===== config.mk =====
export PLATFORM = sky130hd
export DESIGN_NAME = ace_line_responder
export DESIGN_NICKNAME = d
export VERILOG_FILES = /design/src/rtl/ace_line_responder.sv
export SDC_FILE = /design/constraint.sdc
export NUM_CORES = 2
export LEC_CHECK = 0
export ABC_CLOCK_PERIOD_IN_PS = 5550
export CORE_AREA = 2 2 573 575
export CTS_CLUSTER_DIAMETER = 150
export CTS_CLUSTER_SIZE = 8
export DETAILED_ROUTE_END_ITERATION = 8
export DIE_AREA = 0 0 575 577
export HOLD_SLACK_MARGIN = 0.03
export MAX_ROUTING_LAYER = met4
export PLACE_DENSITY = 0.3
export SKIP_LAST_GASP = 1
export SLEW_MARGIN = 20
export SYNTH_ARGS = -nofsm -noshare
export SYNTH_HDL_FRONTEND = slang
export SYNTH_SLANG_ARGS = --single-unit

===== constraint.sdc =====
create_clock -name ace_aclk -period 5.55 [get_ports ace_aclk]
set_input_delay 1.11 -clock ace_aclk [delete_from_list [all_inputs] [get_ports ace_aclk]]
set_output_delay 1.11 -clock ace_aclk [all_outputs]
set_load 0.01 [all_outputs]

===== src/rtl/ace_line_responder.sv =====
// Single-line ACE subordinate: serves 4-beat line reads from, and accepts 4-beat
// line writes into, a one-line store so the active path can run closed-loop.
module ace_line_responder #(
  parameter int unsigned C_ACE_DATA_WIDTH = 128,
  parameter int unsigned C_ACE_ADDR_WIDTH = 44,
  parameter int unsigned RESP_STATE_SIZE  = 3
) (
  input  logic                          ace_aclk,
  input  logic                          ace_areset,
  input  logic                          i_arvalid,
  output logic                          o_arready,
  input  logic [C_ACE_ADDR_WIDTH-1:0]   i_araddr,
  input  logic [7:0]                    i_arlen,
  output logic                          o_rvalid,
  input  logic                          i_rready,
  output logic [C_ACE_DATA_WIDTH-1:0]   o_rdata,
  output logic [1:0]                    o_rresp,
  output logic                          o_rlast,
  input  logic                          i_rack,
  input  logic                          i_awvalid,
  output logic                          o_awready,
  input  logic [C_ACE_ADDR_WIDTH-1:0]   i_awaddr,
  input  logic [7:0]                    i_awlen,
  input  logic                          i_wvalid,
  output logic                          o_wready,
  input  logic [C_ACE_DATA_WIDTH-1:0]   i_wdata,
  input  logic                          i_wlast,
  output logic                          o_bvalid,
  input  logic                          i_bready,
  output logic [1:0]                    o_bresp,
  input  logic                          i_wack,
  input  logic                          i_line_load,
  input  logic [C_ACE_ADDR_WIDTH-1:0]   i_line_addr,
  input  logic [4*C_ACE_DATA_WIDTH-1:0] i_cache_line,
  output logic [4*C_ACE_DATA_WIDTH-1:0] o_cache_line,
  output logic                          o_line_valid,
  output logic                          o_busy,
  output logic [RESP_STATE_SIZE-1:0]    o_fsm_state
);

  localparam int unsigned TAG_W    = C_ACE_ADDR_WIDTH - 6;
  localparam logic [7:0]  FULL_LEN = 8'd3;
  localparam logic [7:0]  BEAT_MAX = 8'hFF;
  localparam logic [1:0]  RESP_OKAY   = 2'b00;
  localparam logic [1:0]  RESP_SLVERR = 2'b10;

  typedef enum logic [2:0] {
    IDLE   = 3'd0,
    R_DATA = 3'd1,
    R_ACK  = 3'd2,
    W_DATA = 3'd3,
    B_RESP = 3'd4,
    W_ACK  = 3'd5
  } state_t;

  state_t state, next_state;

  logic [3:0][C_ACE_DATA_WIDTH-1:0] buffer;
  logic [TAG_W-1:0] tag;
  logic             valid;
  logic [7:0]       len;
  logic [7:0]       beat;
  logic             hit;
  logic             err;
  logic             ar_fire, aw_fire, r_fire, w_fire;

  // Line offset bits never select anything: the store holds exactly one line.
  logic unused_ok;
  assign unused_ok = ^{i_araddr[5:0], i_awaddr[5:0], i_line_addr[5:0]};

  assign o_cache_line = buffer;
  assign o_line_valid = valid;
  assign o_busy       = (state != IDLE);
  assign o_fsm_state  = RESP_STATE_SIZE'(state);

  always_ff @(posedge ace_aclk) begin
    if (ace_areset) state <= IDLE;
    else            state <= next_state;
  end

  // Next state, handshake outputs and read-beat selection.
  always_comb begin
    next_state = state;
    o_arready  = 1'b0;
    o_awready  = 1'b0;
    o_rvalid   = 1'b0;
    o_rdata    = '0;
    o_rresp    = RESP_OKAY;
    o_rlast    = 1'b0;
    o_wready   = 1'b0;
    o_bvalid   = 1'b0;
    o_bresp    = RESP_OKAY;
    ar_fire    = 1'b0;
    aw_fire    = 1'b0;
    r_fire     = 1'b0;
    w_fire     = 1'b0;
    case (state)
      IDLE: begin
        o_arready = !ace_areset && !i_line_load;
        o_awready = !ace_areset && !i_line_load && !i_arvalid;
        ar_fire   = i_arvalid && o_arready;
        aw_fire   = i_awvalid && o_awready;
        if (ar_fire)      next_state = R_DATA;
        else if (aw_fire) next_state = W_DATA;
      end
      R_DATA: begin
        o_rvalid = 1'b1;
        o_rdata  = (hit && len == FULL_LEN) ? buffer[beat[1:0]] : '0;
        o_rresp  = (len != FULL_LEN) ? RESP_SLVERR : RESP_OKAY;
        o_rlast  = (beat == len);
        r_fire   = i_rready;
        if (r_fire && o_rlast) next_state = R_ACK;
      end
      R_ACK: begin
        if (i_rack) next_state = IDLE;
      end
      W_DATA: begin
        o_wready = 1'b1;
        w_fire   = i_wvalid;
        if (w_fire && i_wlast) next_state = B_RESP;
      end
      B_RESP: begin
        o_bvalid = 1'b1;
        o_bresp  = err ? RESP_SLVERR : RESP_OKAY;
        if (i_bready) next_state = W_ACK;
      end
      W_ACK: begin
        if (i_wack) next_state = IDLE;
      end
      default: next_state = IDLE;
    endcase
  end

  // Line store, tag and per-transaction bookkeeping.
  always_ff @(posedge ace_aclk) begin
    if (ace_areset) begin
      buffer <= '0;
      tag    <= '0;
      valid  <= 1'b0;
      len    <= '0;
      beat   <= '0;
      hit    <= 1'b0;
      err    <= 1'b0;
    end else begin
      case (state)
        IDLE: begin
          if (i_line_load) begin
            buffer <= i_cache_line;
            tag    <= i_line_addr[C_ACE_ADDR_WIDTH-1:6];
            valid  <= 1'b1;
          end else if (ar_fire) begin
            len  <= i_arlen;
            hit  <= valid && (tag == i_araddr[C_ACE_ADDR_WIDTH-1:6]);
            beat <= '0;
          end else if (aw_fire) begin
            len  <= i_awlen;
            err  <= (i_awlen != FULL_LEN);
            beat <= '0;
            if (i_awlen == FULL_LEN) begin
              tag   <= i_awaddr[C_ACE_ADDR_WIDTH-1:6];
              valid <= 1'b1;
            end
          end
        end
        R_DATA: begin
          if (r_fire) beat <= beat + 8'd1;
        end
        W_DATA: begin
          if (w_fire) begin
            if (!err) buffer[beat[1:0]] <= i_wdata;
            if (beat != BEAT_MAX) beat <= beat + 8'd1;
            err <= err || (beat == BEAT_MAX) || (i_wlast && beat != len);
          end
        end
        default: ;
      endcase
    end
  end

endmodule


* Word-level counts from Yosys, hierarchy flattened *
Cells that the tools add are included.

storage, ports and cells
  output and inout port bits = 655
  word-level logic and storage cells = 129
  flip-flop bits (word level) = 572
  input port bits = 799

cells by class
  $lt $le $gt $ge = 2
  eq/ne operators = 30
  bitwise logic cells = 1
  multiplexer cells = 55
  reductions and logical operators = 29
  add/subtract/negate cells = 1

operators with widths
  operator                                                               number
  512-bit two-way mux                                                    3
  512-bit one-hot mux with 2 select lines                                1
  512-bit bitwise mux                                                    1
  128-bit two-way mux                                                    4
  128-bit binary-select mux with 2-bit select                            1
  128-bit demux with 2-bit select                                        1
  38-bit two-way mux                                                     4
  8-bit two-way mux                                                      8
  38-bit equality test                                                   1
  2-bit != test, second input constant                                   14
  8-bit one-hot mux with 3 select lines                                  1
  3-bit two-way mux                                                      7
  1-bit two-way mux                                                      18
  3-bit one-hot mux with 6 select lines                                  1
  8-bit by 2-bit equality test with 1-bit output, second input constant  2
  8-bit by 2-bit != test with 1-bit output, second input constant        2
  6-bit AND reduction                                                    2
  1-bit logical AND                                                      10
  8-bit by 1-bit adder with 8-bit output, second input constant          1
  8-bit equality test                                                    1
  8-bit equality test, second input constant                             1
  2-bit two-way mux                                                      4
  8-bit != test                                                          1
  8-bit != test, second input constant                                   1
  other kinds (16)                                                       28

* Depth between registers and ports, before layout *
  word-level depth = 9
  gate-level depth with buffers = 10
  depth with buffers taken out = 6

* Least setup slack after synthesis *
Ideal clock, no wire load.

  path type = input -> output
  start = in ace_areset
  end = out o_arready
  cell stages on the path = 5
  slack = 2.200 ns
  required time = 4.440 ns
  arrival time = 2.240 ns
  buffers on the path = 4
  cells stage by stage = buf_2 clkbuf_1 clkbuf_1 clkbuf_1 nor3_1

on the way
  longest elaborated chain between the ends = 3

ends and longest elaborated chain
  element            RTL line  RTL
  from (decl)        9         input logic ace_areset,
  1-bit zero test    99        o_arready = !ace_areset && !i_line_load;
  1-bit logical AND  99
  1-bit two-way mux  97        case (state)
  to (decl)          11        output logic o_arready,

No other way between the ends.

* Worst setup path after layout *
  start = reg len[3]
  end = out o_rdata[70]

on the way
  longest elaborated chain between the ends = 4

ends and longest elaborated chain
  element                                         RTL line  RTL
  from (decl)                                     61        logic [7:0] len;
  from (signal assigned)                          152       len <= i_arlen;
  from (signal assigned)                          156       len <= i_awlen;
  8-bit by 2-bit equality test with 1-bit output  108       o_rdata = (hit && len == FULL_LEN) ? buffer[beat[1:0]] : '0;
  1-bit logical AND                               108
  128-bit two-way mux                             108
  128-bit two-way mux                             97
  to (decl)                                       16        output logic [C_ACE_DATA_WIDTH-1:0] o_rdata,

No other way between the ends.

==> results.cfg <==
[status]
status = complete, no violations

[global_route]
grt_pass1_vias = 35538
grt_pass1_wl_um = 386000
grtUsageMet2 = 0.285
grt-ovfl-total = 0
grtUsageTotal = 0.180
grt_use_met1 = 0.217
antenna_found_initial = 127
grt_max_degree = 202
top_usage_layer = met2
grt.met3_usage = 0.0670

[worst_setup_path]
r2r_start = o_fsm_state[1]
startpoint = len[3]
cp_max_fo = 59
endpoint_kind = output pin
crit_type = reg -> out
cp-start-kind = flop
critPathArrivalTime_ns = 3.78
required_ns = 4.44

[die]
fp.dieH_um = 577
core_area_um2 = 326000
row_count = 210
ios = 1454
start_util = 0.0986
die_w_um = 575
die_area_um2 = 332000

[timing]
worst_pin_slew_ns = 1.13
slew_headroom = 0.249
min_period_over_period = 0.881
hold_violations = 0
fmax_ghz = 0.205
fin_crit_ns = 4.89
rsz0062_at_grt = no
slew_viol_final = 0
setup_viol = 0
skew_ns = 0.0237
fin_setup_tns_ns = 0

[placement]
portBuffers = 1433
dp_cells = 9055
gp_congestion = 0.912
place_hpwl_um = 236000

[synth]
synth_top_family_by_area = compound AO/OA/AOI/OAI gates
yosysMostFrequentCell = dfxtp_1
synth.area.top_cells = dfxtp_1 36%, nand3b_1 12%, mux4_2 9.0%, a211oi_1 8.4%, o21ai_0 8.1%
synth_area_per_cell_um2 = 8.91
synth_edf_count = 0
synthMuxAreaShare = 0.0897
synth_cells = 3605
yosysTopAreaCellShare = 0.356
synth-main-ff-cell = dfxtp_1
yosys-top-cells-count = 572 x dfxtp_1, 561 x nor2_1, 519 x o21ai_0
synth_compound_area_frac = 0.256
synth_seq_cells = 572
synth_warnings = 0
netlist-cell-type-count = 52
synthAdderAreaFrac = 0.00156
synthXorXnorAreaFrac = 0.0125
synth-simple-area-share = 0.225
yosysSeqAreaShare = 0.356
synthArstFlopShare = 0
yosysTopAreaCell = dfxtp_1
synth_area_um2 = 32100

[routing]
vias = 35509
antenna_left = 0
post-route-drc-count = 0
wire_per_inst_um = 32.7
drt_iter0_drc = 2419
via_per_inst = 3.85
dr.pass1.iters = 5
wl_um = 302000

[clock_tree]
clkTransAtPathRegs_ns = 0.05
cts_tree = done
ctsResizeCount = 0
clockBufferDepth = 4
cts_setup_buffers = 0
htree_levels = 3
clockRootBuffer = clkbuf_16
numCtsBuffers = 87
cts.sinks = 572
clk_latency_ns = 0.77
cts_hold_buf = 0

[final_layout]
fin_nets = 5601
final.fill_count = 36585
flow.area_growth_from_synthesis_pct = 67.1
fin_cells = 9214
layout-drive-gt1-share = 0.111

[power_and_ir_drop]
p_leak_uw = 0.0160
seqPwrFrac = 0.291
power_switching_uw = 11400
p_int_uw = 13300
vdd_ir_drop_max_mv = 0.322
swShare = 0.461
p_per_area_nw_per_um2 = 461
pwr-share-comb = 0.502
p_clk_frac = 0.207

[worst_hold_path]
hp-class = reg -> reg
hp-start = len[2]

[flow_run]
max_cap_viol_count = 0
==> stage by stage <==
stage	setup slack, ns	hold slack (ns)	instance area, µm²	utilization	total power (µW)
global placement	1.14	0.475	51200	0.157	19900
floorplan	2.20	0.436	32100	-	12000
global route	0.509	0.507	53600	0.165	26100
finish	0.663	0.477	53700	0.165	24700
CTS	0.558	0.480	53500	0.164	25300
detailed placement	1.12	0.473	51200	0.157	19900
==> registers in the layout (all words and copies together), names as in the netlist <==
signal / flops
err: 1
hit: 1
beat: 8
o_fsm_state: 3
o_cache_line: 512
len: 8
o_line_valid: 1
tag: 38
==> cell families after synthesis <==
kind of cell | after synthesis
adders and majority gates | 4
other | 1
AOI/OAI and AO/OA | 1151
buffers and inverters | 422
DFF | 572
and+or+nand+nor | 1281
muxes | 128
xor gates and xnor gates | 46
==> metal layers <==
layer | part of all wire | wire length, µm | up-vias
met5 | 0 | 0 | -
met4 | 0.020 | 6040 | 0
met3 | 0.098 | 29600 | 260
met2 | 0.46 | 138000 | 1619
met1 | 0.42 | 128000 | 17875
li1 | - | - | 15755
==> cell type report <==
class | instances | area, µm² | share of cell area
Multi-Input combinational cell | 2612 | 18900 | 0.352
Timing Repair Buffer | 1519 | 15400 | 0.287
Sequential cell | 572 | 11500 | 0.214
Tap cell | 4346 | 5440 | 0.101
Clock buffer | 93 | 2210 | 0.0412
Antenna cell | 61 | 153 | 0.00284
Clock inverter | 5 | 55.1 | 0.00103
Inverter | 6 | 30.0 | 0.000560
==> path summary, 6_finish.rpt <==
check | to | slack, ns | cells after the start
worst min-delay path | len[2] | 0.48 | 2
worst min register to register | len[2] | 0.48 | 2
worst max register to register | o_cache_line[214] | 1.95 | 6
worst max-delay path | o_rdata[70] | 0.66 | 6
==> critical path, cell delays in order (launching register included) <==
cell	delay, ns
dfxtp_1	0.33
or4_1	0.52
nor2_1	0.42
nand3_4	0.15
buf_12	0.21
nor2b_1	0.45
clkdlybuf4s50_1	0.70
==> power by group through the flow <==
| stage | Combinational, µW | Clock [µW] | Sequential (µW) |
|---|---|---|---|
| floorplan | 5040 | 0 | 6960 |
| global placement | 12700 | 0 | 7270 |
| detailed placement | 12600 | 0 | 7300 |
| CTS | 12700 | 5370 | 7240 |
| global route | 13200 | 5440 | 7380 |
| finish | 12400 | 5120 | 7200 |
==> placed cells by master (no fill, tap or decap), drive strengths merged, types with 3 or more instances in the layout <==
master,Yosys,layout
a211oi,551,551
a21oi,16,16
a22oi,8,8
a31o,3,3
a32o,5,5
and2,3,3
buf,157,104
clkbuf,259,93
clkdlybuf4s50,0,1415
clkinv,1,6
dfxtp,572,572
diode,0,61
ha,4,4
inv,5,5
mux4,128,128
nand2,21,21
nand2b,4,4
nand3,6,6
nand3b,513,513
nand4,12,12
nor2,561,561
nor2b,131,131
nor3,9,9
nor3b,3,3
nor4,8,8
o21a,4,4
o21ai,519,519
o22ai,38,38
xnor2,35,35
xor2,11,11
Note: power is estimated with default switching activity, not from simulation.
